===== src/rtl/pipeline_hazard_ctrl_pkg.sv =====
// riscv_ctrl_pkg: shared encodings for the pipeline control blocks
package riscv_ctrl_pkg;
  typedef enum logic [1:0] {
    IDLE = 2'd0,
    BUSY = 2'd1,
    DONE = 2'd2
  } mul_state_e;
  localparam logic [31:0] NOP = 32'h0000_0013;
  localparam logic [4:0] REG_X0 = 5'd0;
endpackage


===== src/rtl/pipeline_hazard_ctrl_if.sv =====
// pipeline_hazard_ctrl_if: hazard sources in, stall/flush controls and counters out
interface pipeline_hazard_ctrl_if #(parameter int CNT_W = 32);
  logic [4:0] id_rs1, id_rs2, ex_rd;
  logic ex_mem_ren, ex_mul, ex_mispredict, icache_stall, dcache_stall;
  logic stall_pc, stall_if_id, stall_id_ex, stall_ex_mem, stall_mem_wb;
  logic flush_if_id, flush_id_ex, flush_ex_mem, mul_busy;
  logic [CNT_W-1:0] stall_cnt, flush_cnt;
  modport master (
    output id_rs1, id_rs2, ex_rd, ex_mem_ren, ex_mul, ex_mispredict, icache_stall, dcache_stall,
    input stall_pc, stall_if_id, stall_id_ex, stall_ex_mem, stall_mem_wb,
    input flush_if_id, flush_id_ex, flush_ex_mem, mul_busy, stall_cnt, flush_cnt
  );
  modport slave (
    input id_rs1, id_rs2, ex_rd, ex_mem_ren, ex_mul, ex_mispredict, icache_stall, dcache_stall,
    output stall_pc, stall_if_id, stall_id_ex, stall_ex_mem, stall_mem_wb,
    output flush_if_id, flush_id_ex, flush_ex_mem, mul_busy, stall_cnt, flush_cnt
  );
endinterface


===== src/rtl/pipeline_hazard_ctrl_mul.sv =====
// mul_latency_tracker: holds the front end while a fixed-latency MUL completes
module mul_latency_tracker
  import riscv_ctrl_pkg::*;
#(
  parameter int MUL_LAT = 4
) (
  input  logic clk,
  input  logic rst,
  input  logic ex_mul,
  input  logic dcache_stall,
  output logic mul_hold,
  output logic mul_busy
);
  mul_state_e state, state_nx;
  logic [3:0] mul_cnt, cnt_nx;
  // state and countdown registers
  always_ff @(posedge clk) begin
    if (rst) begin
      state <= IDLE;
      mul_cnt <= '0;
    end else begin
      state <= state_nx;
      mul_cnt <= cnt_nx;
    end
  end
  // BUSY lasts MUL_LAT-2 cycles; DONE waits out any D-cache miss so the same MUL cannot retrigger
  always_comb begin
    state_nx = state;
    cnt_nx = mul_cnt;
    case (state)
      IDLE: if (ex_mul && !dcache_stall) begin
        state_nx = (MUL_LAT == 2) ? DONE : BUSY;
        cnt_nx = 4'(MUL_LAT - 2);
      end
      BUSY: begin
        cnt_nx = mul_cnt - 4'd1;
        state_nx = (mul_cnt <= 4'd1) ? DONE : BUSY;
      end
      DONE: state_nx = dcache_stall ? DONE : IDLE;
      default: state_nx = IDLE;
    endcase
  end
  assign mul_hold = !rst && ((state == IDLE && ex_mul) || state == BUSY);
  assign mul_busy = !rst && state == BUSY;
endmodule


===== src/rtl/pipeline_hazard_ctrl.sv =====
// pipeline_hazard_ctrl: prioritised stall/flush sequencer with performance counters
module pipeline_hazard_ctrl
  import riscv_ctrl_pkg::*;
#(
  parameter int MUL_LAT = 4,
  parameter int CNT_W = 32
) (
  input logic clk,
  input logic rst,
  pipeline_hazard_ctrl_if.slave hz
);
  logic load_use, mul_hold, mul_busy, kill_pending, front, misp_take;
  logic [CNT_W-1:0] stall_cnt, flush_cnt;
  mul_latency_tracker #(.MUL_LAT(MUL_LAT)) u_mul (
    .clk(clk),
    .rst(rst),
    .ex_mul(hz.ex_mul),
    .dcache_stall(hz.dcache_stall),
    .mul_hold(mul_hold),
    .mul_busy(mul_busy)
  );
  assign load_use = hz.ex_mem_ren && hz.ex_rd != REG_X0 &&
                    (hz.ex_rd == hz.id_rs1 || hz.ex_rd == hz.id_rs2);
  assign front = hz.icache_stall || kill_pending;
  assign misp_take = !rst && !hz.dcache_stall && !mul_hold && hz.ex_mispredict;
  // first matching hazard wins; a pending fetch kill rides along with mispredict and load-use
  always_comb begin
    hz.stall_pc = 1'b0;
    hz.stall_if_id = 1'b0;
    hz.stall_id_ex = 1'b0;
    hz.stall_ex_mem = 1'b0;
    hz.stall_mem_wb = 1'b0;
    hz.flush_if_id = 1'b0;
    hz.flush_id_ex = 1'b0;
    hz.flush_ex_mem = 1'b0;
    if (rst) begin
    end else if (hz.dcache_stall) begin
      hz.stall_pc = 1'b1;
      hz.stall_if_id = 1'b1;
      hz.stall_id_ex = 1'b1;
      hz.stall_ex_mem = 1'b1;
      hz.stall_mem_wb = 1'b1;
    end else if (mul_hold) begin
      hz.stall_pc = 1'b1;
      hz.stall_if_id = 1'b1;
      hz.stall_id_ex = 1'b1;
      hz.flush_ex_mem = 1'b1;
    end else if (hz.ex_mispredict) begin
      hz.flush_if_id = 1'b1;
      hz.flush_id_ex = 1'b1;
    end else if (load_use) begin
      hz.stall_pc = 1'b1;
      hz.stall_if_id = 1'b1;
      hz.flush_id_ex = 1'b1;
      hz.flush_if_id = front;
    end else if (front) begin
      hz.stall_pc = 1'b1;
      hz.flush_if_id = 1'b1;
    end
  end
  // wrong-path fetch tracking and saturating stall/flush counters
  always_ff @(posedge clk) begin
    if (rst) begin
      kill_pending <= 1'b0;
      stall_cnt <= '0;
      flush_cnt <= '0;
    end else begin
      kill_pending <= hz.icache_stall && (misp_take || kill_pending);
      stall_cnt <= stall_cnt + CNT_W'(hz.stall_pc && !(&stall_cnt));
      flush_cnt <= flush_cnt + CNT_W'(misp_take && !(&flush_cnt));
    end
  end
  assign hz.mul_busy = mul_busy;
  assign hz.stall_cnt = stall_cnt;
  assign hz.flush_cnt = flush_cnt;
endmodule


===== src/flat_wrapper.sv =====
// flat-port wrapper written by rule: the top's interface ports become plain ports
module pipeline_hazard_ctrl_flat import riscv_ctrl_pkg::*;
#(
  parameter int MUL_LAT = 4,
  parameter int CNT_W = 32
)
  (clk, rst, hz_id_rs1, hz_id_rs2, hz_ex_rd, hz_ex_mem_ren, hz_ex_mul, hz_ex_mispredict, hz_icache_stall, hz_dcache_stall, hz_stall_pc, hz_stall_if_id, hz_stall_id_ex, hz_stall_ex_mem, hz_stall_mem_wb, hz_flush_if_id, hz_flush_id_ex, hz_flush_ex_mem, hz_mul_busy, hz_stall_cnt, hz_flush_cnt);
  pipeline_hazard_ctrl_if #(.CNT_W(CNT_W)) hz_i ();
  input logic clk;
  input logic rst;
  input wire logic [$bits(hz_i.id_rs1)-1:0] hz_id_rs1;
  input wire logic [$bits(hz_i.id_rs2)-1:0] hz_id_rs2;
  input wire logic [$bits(hz_i.ex_rd)-1:0] hz_ex_rd;
  input wire logic [$bits(hz_i.ex_mem_ren)-1:0] hz_ex_mem_ren;
  input wire logic [$bits(hz_i.ex_mul)-1:0] hz_ex_mul;
  input wire logic [$bits(hz_i.ex_mispredict)-1:0] hz_ex_mispredict;
  input wire logic [$bits(hz_i.icache_stall)-1:0] hz_icache_stall;
  input wire logic [$bits(hz_i.dcache_stall)-1:0] hz_dcache_stall;
  output wire logic [$bits(hz_i.stall_pc)-1:0] hz_stall_pc;
  output wire logic [$bits(hz_i.stall_if_id)-1:0] hz_stall_if_id;
  output wire logic [$bits(hz_i.stall_id_ex)-1:0] hz_stall_id_ex;
  output wire logic [$bits(hz_i.stall_ex_mem)-1:0] hz_stall_ex_mem;
  output wire logic [$bits(hz_i.stall_mem_wb)-1:0] hz_stall_mem_wb;
  output wire logic [$bits(hz_i.flush_if_id)-1:0] hz_flush_if_id;
  output wire logic [$bits(hz_i.flush_id_ex)-1:0] hz_flush_id_ex;
  output wire logic [$bits(hz_i.flush_ex_mem)-1:0] hz_flush_ex_mem;
  output wire logic [$bits(hz_i.mul_busy)-1:0] hz_mul_busy;
  output wire logic [$bits(hz_i.stall_cnt)-1:0] hz_stall_cnt;
  output wire logic [$bits(hz_i.flush_cnt)-1:0] hz_flush_cnt;
  assign hz_i.id_rs1 = hz_id_rs1;
  assign hz_i.id_rs2 = hz_id_rs2;
  assign hz_i.ex_rd = hz_ex_rd;
  assign hz_i.ex_mem_ren = hz_ex_mem_ren;
  assign hz_i.ex_mul = hz_ex_mul;
  assign hz_i.ex_mispredict = hz_ex_mispredict;
  assign hz_i.icache_stall = hz_icache_stall;
  assign hz_i.dcache_stall = hz_dcache_stall;
  assign hz_stall_pc = hz_i.stall_pc;
  assign hz_stall_if_id = hz_i.stall_if_id;
  assign hz_stall_id_ex = hz_i.stall_id_ex;
  assign hz_stall_ex_mem = hz_i.stall_ex_mem;
  assign hz_stall_mem_wb = hz_i.stall_mem_wb;
  assign hz_flush_if_id = hz_i.flush_if_id;
  assign hz_flush_id_ex = hz_i.flush_id_ex;
  assign hz_flush_ex_mem = hz_i.flush_ex_mem;
  assign hz_mul_busy = hz_i.mul_busy;
  assign hz_stall_cnt = hz_i.stall_cnt;
  assign hz_flush_cnt = hz_i.flush_cnt;
  pipeline_hazard_ctrl #(.MUL_LAT(MUL_LAT), .CNT_W(CNT_W)) u_core (.clk(clk), .rst(rst), .hz(hz_i));
endmodule

===== config.mk =====
export PLATFORM = sky130hd
export DESIGN_NAME = pipeline_hazard_ctrl_flat
export DESIGN_NICKNAME = d
export VERILOG_FILES = /design/src/rtl/pipeline_hazard_ctrl_pkg.sv /design/src/rtl/pipeline_hazard_ctrl_if.sv /design/src/rtl/pipeline_hazard_ctrl_mul.sv /design/src/rtl/pipeline_hazard_ctrl.sv /design/src/flat_wrapper.sv
export SDC_FILE = /design/constraint.sdc
export NUM_CORES = 1
export LEC_CHECK = 0
export ABC_CLOCK_PERIOD_IN_PS = 4700
export BUFFER_PORTS_ARGS = -buffer_cell sky130_fd_sc_hd__buf_2
export CORE_ASPECT_RATIO = 1.25
export CORE_MARGIN = 2
export CORE_UTILIZATION = 45
export DETAILED_ROUTE_END_ITERATION = 6
export PLACE_DENSITY_LB_ADDON = 0.05
export SLEW_MARGIN = 20
export SYNTH_ARGS = -nofsm -noshare
export SYNTH_HDL_FRONTEND = slang
export SYNTH_SLANG_ARGS = --single-unit

===== constraint.sdc =====
create_clock -name clk -period 4.7 [get_ports clk]
set_input_delay 0.705 -clock clk [delete_from_list [all_inputs] [get_ports clk]]
set_output_delay 0.705 -clock clk [all_outputs]
set_load 0.02 [all_outputs]

==> impl_results.md, run 1 <==
* Critical path startpoint category: primary input
* Clk buf depth at 2
* Post-synth top area share at 0.418
* Relative slew slack at 0.580
* Total number of vias at 3,045
* Pins over their slew limit at 0
* Met1 usage at 0.257
* Global route hottest layer: met2
* MaxCap Viol Count at 0
* Non-filler instance count after layout at 581
* Req. time, crit path at 4.91 ns
* Synth top area cells: dfxtp_1, xor2_1, nor2_1
* CTS tree: done
* Die W at 81.8 um
* Post-synthesis mux area share at 0
* Antenna cells at 0
* Multi-input logic area at 1910 um2
* Critical-path maximum fanout at 25
* Number of gates resized after cts at 0
* Synthesis-to-layout area growth at 23.3%
* Post-CTS setup buffers at 0
* Most frequent cells in the layout: buf_2, dfxtp_1, nor2_1, xor2_1, nand4_1
* Initial DRC count at 99
* Pre-antenna DRT Iters at 4
* Min cycle time layout at 3.04 ns
* Worst Tran Pin Value at 0.625 ns
* Syn_nets at 419
* Vias in the first global route at 2,792
* Synth Instances at 391
* Core Area at 7360 um2
* Crit. End Element: flip-flop
* H-tree depth at 3
* Proportion of synthesized chip area in sequential cells at 0.418
* Final Core Density at 0.570
* Number of clock sinks at 71
* Nets at 512
* Die H at 101 um
* Synth area leader: dfxtp_1
* Detailed Route WL at 7830 um
* Register bit total from synthesis at 71
* Mean number of vias per cell at 5.24
* Status: completed
* Fillers at 694
* YS warnings at 0
* Routed wire per std cell at 13.5 um
* Layout cells sized above 1 at 0.254
* Setup violators final at 0
* Antenna violations before repair at 0
* Critical Path AT at 3.26 ns
* Worst skew pair latency at 0.34 ns
* Fin. Hold Viols at 0
* DRT antenna net count at 0
* Post-synthesis cell type count at 42
* Post-Synth Adder-Cell Area at 0.0221
* Global route total overflow at 0
* Clock Skew at 0.0145 ns
* Hold buffers post-CTS at 0
* TNS Setup at 0 ns
* Synth Area in Compound Gates at 0.0585
* Initial Util at 0.463
* Mean post-synth cell area at 8.70 um2
* Commonest non-fill, non-tap cell in the layout: buf_2
* Met2 usage in global routing at 0.318
* Clk slew on worst S/H paths at 0.08 ns
* # DRC at 0
* Leakage power at 1.82 nW
* Cells after DPL at 565
* Min-delay worst type: flip-flop to flip-flop
* P per Cell Area at 312 nW/um2
* RSZ-0062 raised after global routing: false
* F_max at 0.329 GHz
* GRT Total Usage at 0.196
* Rows at 35
* Clock buffer count from CTS at 9
* Storage cell area at 1420 um2
* XOR/XNOR share of the synthesized area at 0.165
* Largest family of logic cells by synthesized area: simple AND/OR/NAND/NOR gates
* Buffers on Ports at 94
* Boundary Pins at 95
* Simple-Gate Fraction of Synth Area at 0.317
* First-pass GRT wire length at 13,000 um
* Met3 Usage GRT at 0.0544
* Clock tree root driver cell: clkbuf_8
* Max VDD drop at 0.165 mV
* Detail Placement HPWL at 5640 um
* GPL Wtd Cong at 0.769
* Crit path kind: primary input to flip-flop
* Final worst-path cycle share at 0.647
* Die Area at 8280 um2
* Largest net degree at the start of global routing at 54
* Post-Syn Area at 3400 um2
## cells by family (layout without fill, tap and decap cells)
group           Yosys count  after routing
compound gates           33             33
buf+inv                  16            114
fa+ha+maj                 6              6
simple gates            201            201
flops                    71             71
xor+xnor                 64             64
## routing by layer
layer	wire length, um	up-vias	part of all wire
met5	0	-	0
met4	59	0	0.0075
met3	480	5	0.061
met2	3660	81	0.47
met1	3630	1408	0.46
li1	-	1551	-
## critical path, cell delays in order
cell and delay [ns]:
buf_2 0.24, nor3_1 0.36, nand2_1 0.12, a31oi_1 0.15
ha_1 0.20, ha_1 0.20, and4_1 0.43, nor4b_2 0.46
nand4_1 0.17, xor2_1 0.15, nor2_1 0.05
## final cells by class
type / count / share of cell area
Inverter: 3 / 0.00268
Multi-Input combinational cell: 304 / 0.456
Clock inverter: 5 / 0.0248
Timing Repair Buffer: 95 / 0.114
Tap cell: 92 / 0.0274
Clock buffer: 11 / 0.0361
Sequential cell: 71 / 0.339
## per-stage QoR
stage               hold slack [ns]  worst slack (ns)  total power [mW]  instance area [um2]
floorplan                     0.449              1.76             0.681                 3400
global placement              0.468              1.19             0.710                 3940
detailed placement            0.473              1.24             0.711                 3940
CTS                           0.489              1.59              1.32                 4200
global route                  0.528              1.23              1.36                 4200
finish                        0.486              1.66              1.31                 4200
## cells in the mapped netlist
cell      instances
inv_1             3
nor4b_2           1
nand3b_1          1
clkbuf_1          8
buf_4             1
and3_1           10
xor2_1           50
and2_1            3
or2_2             2
nand4_1          27
o22a_1            1
xnor2_1          14
nor4_1            2
nand2b_1          2
nor3_1            9
o21ai_0           9
a21o_1            1
nand4_2           2
buf_1             1
nor3_2            2
nor2_1           68
nor3b_1           1
dfxtp_1          71
or4_1             1
a311oi_1          1
a31oi_1           1
and4_2            1
nand2_1          20
and3_2            1
o21ba_2           1
nor4_4            2
o21a_1            3
a21oi_1          13
nand3_1          26
a211oi_1          2
or3_1             7
ha_1              6
nand3_2           1
buf_2             3
nor2b_1           6
o32a_1            1
and4_1            6
## registers in the layout (all words and copies together), names as in the netlist
signal and count:
u_core.hz.stall_cnt 32, u_core.u_mul.state 2, u_core.kill_pending 1, u_core.hz.flush_cnt 32, u_core.u_mul.mul_cnt 4
## worst paths after layout
check | cells past startpoint | from | slack, ns | end
setup / recovery | 11 | rst | 1.66 | u_core.hz.flush_cnt[18]$_SDFF_PP0_
hold / removal | 2 | u_core.u_mul.mul_cnt[2]$_SDFFE_PP0P_ | 0.49 | u_core.u_mul.mul_cnt[2]$_SDFFE_PP0P_
setup reg to reg | 12 | u_core.hz.stall_cnt[9]$_SDFF_PP0_ | 1.71 | u_core.hz.stall_cnt[18]$_SDFF_PP0_
hold reg to reg | 2 | u_core.u_mul.mul_cnt[2]$_SDFFE_PP0P_ | 0.49 | u_core.u_mul.mul_cnt[2]$_SDFFE_PP0P_
## report_power, final
part	internal [mW]	total, mW	switching, mW
logic	0.0328	0.0818	0.0490
registers	0.608	0.614	0.00654
clock network	0.382	0.611	0.229
total	1.02	1.31	0.285
(Power assumes the default switching activity.)
==> run 2: changes to the inputs <==
--- a/config.mk
+++ b/config.mk
@@ -5,7 +5,7 @@
 export SDC_FILE = /design/constraint.sdc
 export NUM_CORES = 1
 export LEC_CHECK = 0
-export ABC_CLOCK_PERIOD_IN_PS = 4700
+export ABC_CLOCK_PERIOD_IN_PS = 2900
 export BUFFER_PORTS_ARGS = -buffer_cell sky130_fd_sc_hd__buf_2
 export CORE_ASPECT_RATIO = 1.25
 export CORE_MARGIN = 2
==> constraint.sdc (replaced) <==
create_clock -name clk -period 2.9 [get_ports clk]
set_input_delay 0.435 -clock clk [delete_from_list [all_inputs] [get_ports clk]]
set_output_delay 0.435 -clock clk [all_outputs]
set_load 0.02 [all_outputs]
==> impl_results.md, run 2 (synthesis gave the netlist of run 1 again) <==
* Min cycle time layout at 2.70 ns
* Layout cells sized above 1 at 0.297
* CP peak stage delay at 0.39 ns
* Initial DRC count at 96
* Min-delay worst type: primary input to flip-flop
* Die Area at 8280 um2
* Routed wire per std cell at 12.8 um
* Pre-antenna DRT Iters at 4
* Clock buffer count from CTS at 9
* DRT antenna net count at 0
* Crit path kind: flip-flop to flip-flop
* Post-CTS setup buffers at 0
* Synthesis-to-layout area growth at 27.4%
* Req. time, crit path at 3.10 ns
* Critical Path AT at 2.90 ns
* Setup violators final at 0
* Commonest non-fill, non-tap cell in the layout: buf_2
* Number of clock sinks at 71
* Pins over their slew limit at 0
* Buffers on Ports at 94
* Boundary Pins at 95
* Crit path cell chain: and3_1 -> and3_1 -> nand4_1 -> o32a_1 -> o21a_1 -> ha_1 -> ha_1 -> and4_1 -> and2_2 -> nand3_1 -> or3_1 -> a21oi_1
* GPL Wtd Cong at 0.790
* Biggest regs: u_core.hz.flush_cnt: 32 flops, u_core.hz.stall_cnt: 32 flops, u_core.u_mul.mul_cnt: 4 flops
* CTS tree: done
* Critical-path maximum fanout at 8
* Reg2reg start: u_core.hz.stall_cnt[25]$_SDFF_PP0_
* Core Area at 7360 um2
* Die H at 101 um
* Worst Tran Pin Value at 0.546 ns
* Worst skew pair latency at 0.34 ns
* Crit path buf inv count at 0
* GRT Total Usage at 0.193
* Relative slew slack at 0.636
* Nets at 539
* Total number of vias at 3,132
* Hold buffers post-CTS at 0
* Non-filler instance count after layout at 608
* Antenna cells at 0
* Critical path startpoint category: flip-flop
* Crit. End Element: flip-flop
* Antenna violations before repair at 0
* Max VDD drop at 0.223 mV
* Status: completed
* Mean number of vias per cell at 5.15
* Detailed Route WL at 7750 um
* Final worst-path cycle share at 0.930
* Slowest cell on crit path: dfxtp_1
* Detail Placement HPWL at 5710 um
* Vias in the first global route at 2,859
* Largest net degree at the start of global routing at 53
* Initial Util at 0.463
* MaxCap Viol Count at 0
* Rows at 35
* Hold Startpoint: hz_icache_stall
* Cell Area, Placed at 4140 um2
* Cells after DPL at 592
* Finished Cell Area at 4340 um2
* Fin. Hold Viols at 0
* Crit path from: u_core.hz.stall_cnt[25]$_SDFF_PP0_
* H-tree depth at 3
* Clk slew on worst S/H paths at 0.08 ns
* Leakage power at 1.94 nW
* Most frequent cells in the layout: buf_2, dfxtp_1, nor2_1, xor2_1, buf_4
* Hold WS at 0.364 ns
* P per Cell Area at 436 nW/um2
* CP delay by family, top: simple AND/OR/NAND/NOR gates
* Number of gates resized after cts at 0
* Clock tree root driver cell: clkbuf_8
* First-pass GRT wire length at 12,600 um
* Global route total overflow at 0
* Clock Skew at 0.0123 ns
* RSZ-0062 raised after global routing: false
* Clk buf depth at 2
* Die W at 81.8 um
* # DRC at 0
* F_max at 0.371 GHz
-- run 2: cell count changes in the layout (fill, tap and decap cells not counted), sizes merged --
cell,before,now
buf,95,122
clkbuf,11,10
clkinvlp,0,1
bufinv,3,1
clkinv,2,4
-- run 2: through the flow --
step	setup WS [ns]	TNS, ns	total power [mW]	util
after global routing	0.000879	0	1.97	0.589
after CTS	0.110	0	1.92	0.589
after floorplan	0.0781	0	1.10	-
final	0.204	0	1.89	0.589
after global placement	0.000911	0	1.16	0.563
after detailed placement	-0.0288	-0.0525	1.16	0.563
-- run 2: final timing paths --
kind / endpoint / cells after the start / slack [ns]
worst min-delay path: u_core.kill_pending$_SDFF_PP0_ / 2 / 0.36
worst max-delay path: u_core.hz.stall_cnt[24]$_SDFF_PP0_ / 12 / 0.20
worst min register to register: u_core.u_mul.mul_cnt[2]$_SDFFE_PP0P_ / 2 / 0.49
worst max register to register: u_core.hz.stall_cnt[24]$_SDFF_PP0_ / 12 / 0.20
-- run 2: cell type report --
cell class                 count  area, um2
fill                         713       3020
multi-input combinational    304       1920
sequential                    71       1420
timing repair buffer         122        681
clock buffer                  10        128
tap                           92        115
clock inverter                 6       61.3
inverter                       3       11.3
-- run 2: report_power, final --
part	internal [mW]	total (mW)	switching, mW
Combinational	0.0571	0.137	0.0796
Clock	0.394	0.756	0.362
Sequential	0.985	0.996	0.0103
-- run 2: worst reg2reg max path, stage by stage (launching register included) --
cell     delay (ns)
dfxtp_1        0.39
and3_1         0.21
and3_1         0.24
nand4_1        0.12
o32a_1         0.30
o21a_1         0.11
ha_1           0.20
ha_1           0.19
and4_1         0.21
and2_2         0.26
nand3_1        0.15
or3_1          0.12
a21oi_1        0.05
-- run 2: per-layer routing --
| metal | track usage | vias to the layer above | routed length, um |
|---|---|---|---|
| met3 | 0.0463 | 8 | 532 |
| met2 | 0.333 | 86 | 3690 |
| met1 | 0.230 | 1439 | 3440 |
| met4 | 0.0692 | 0 | 93 |
| li1 | - | 1599 | - |
| met5 | 0 | - | 0 |
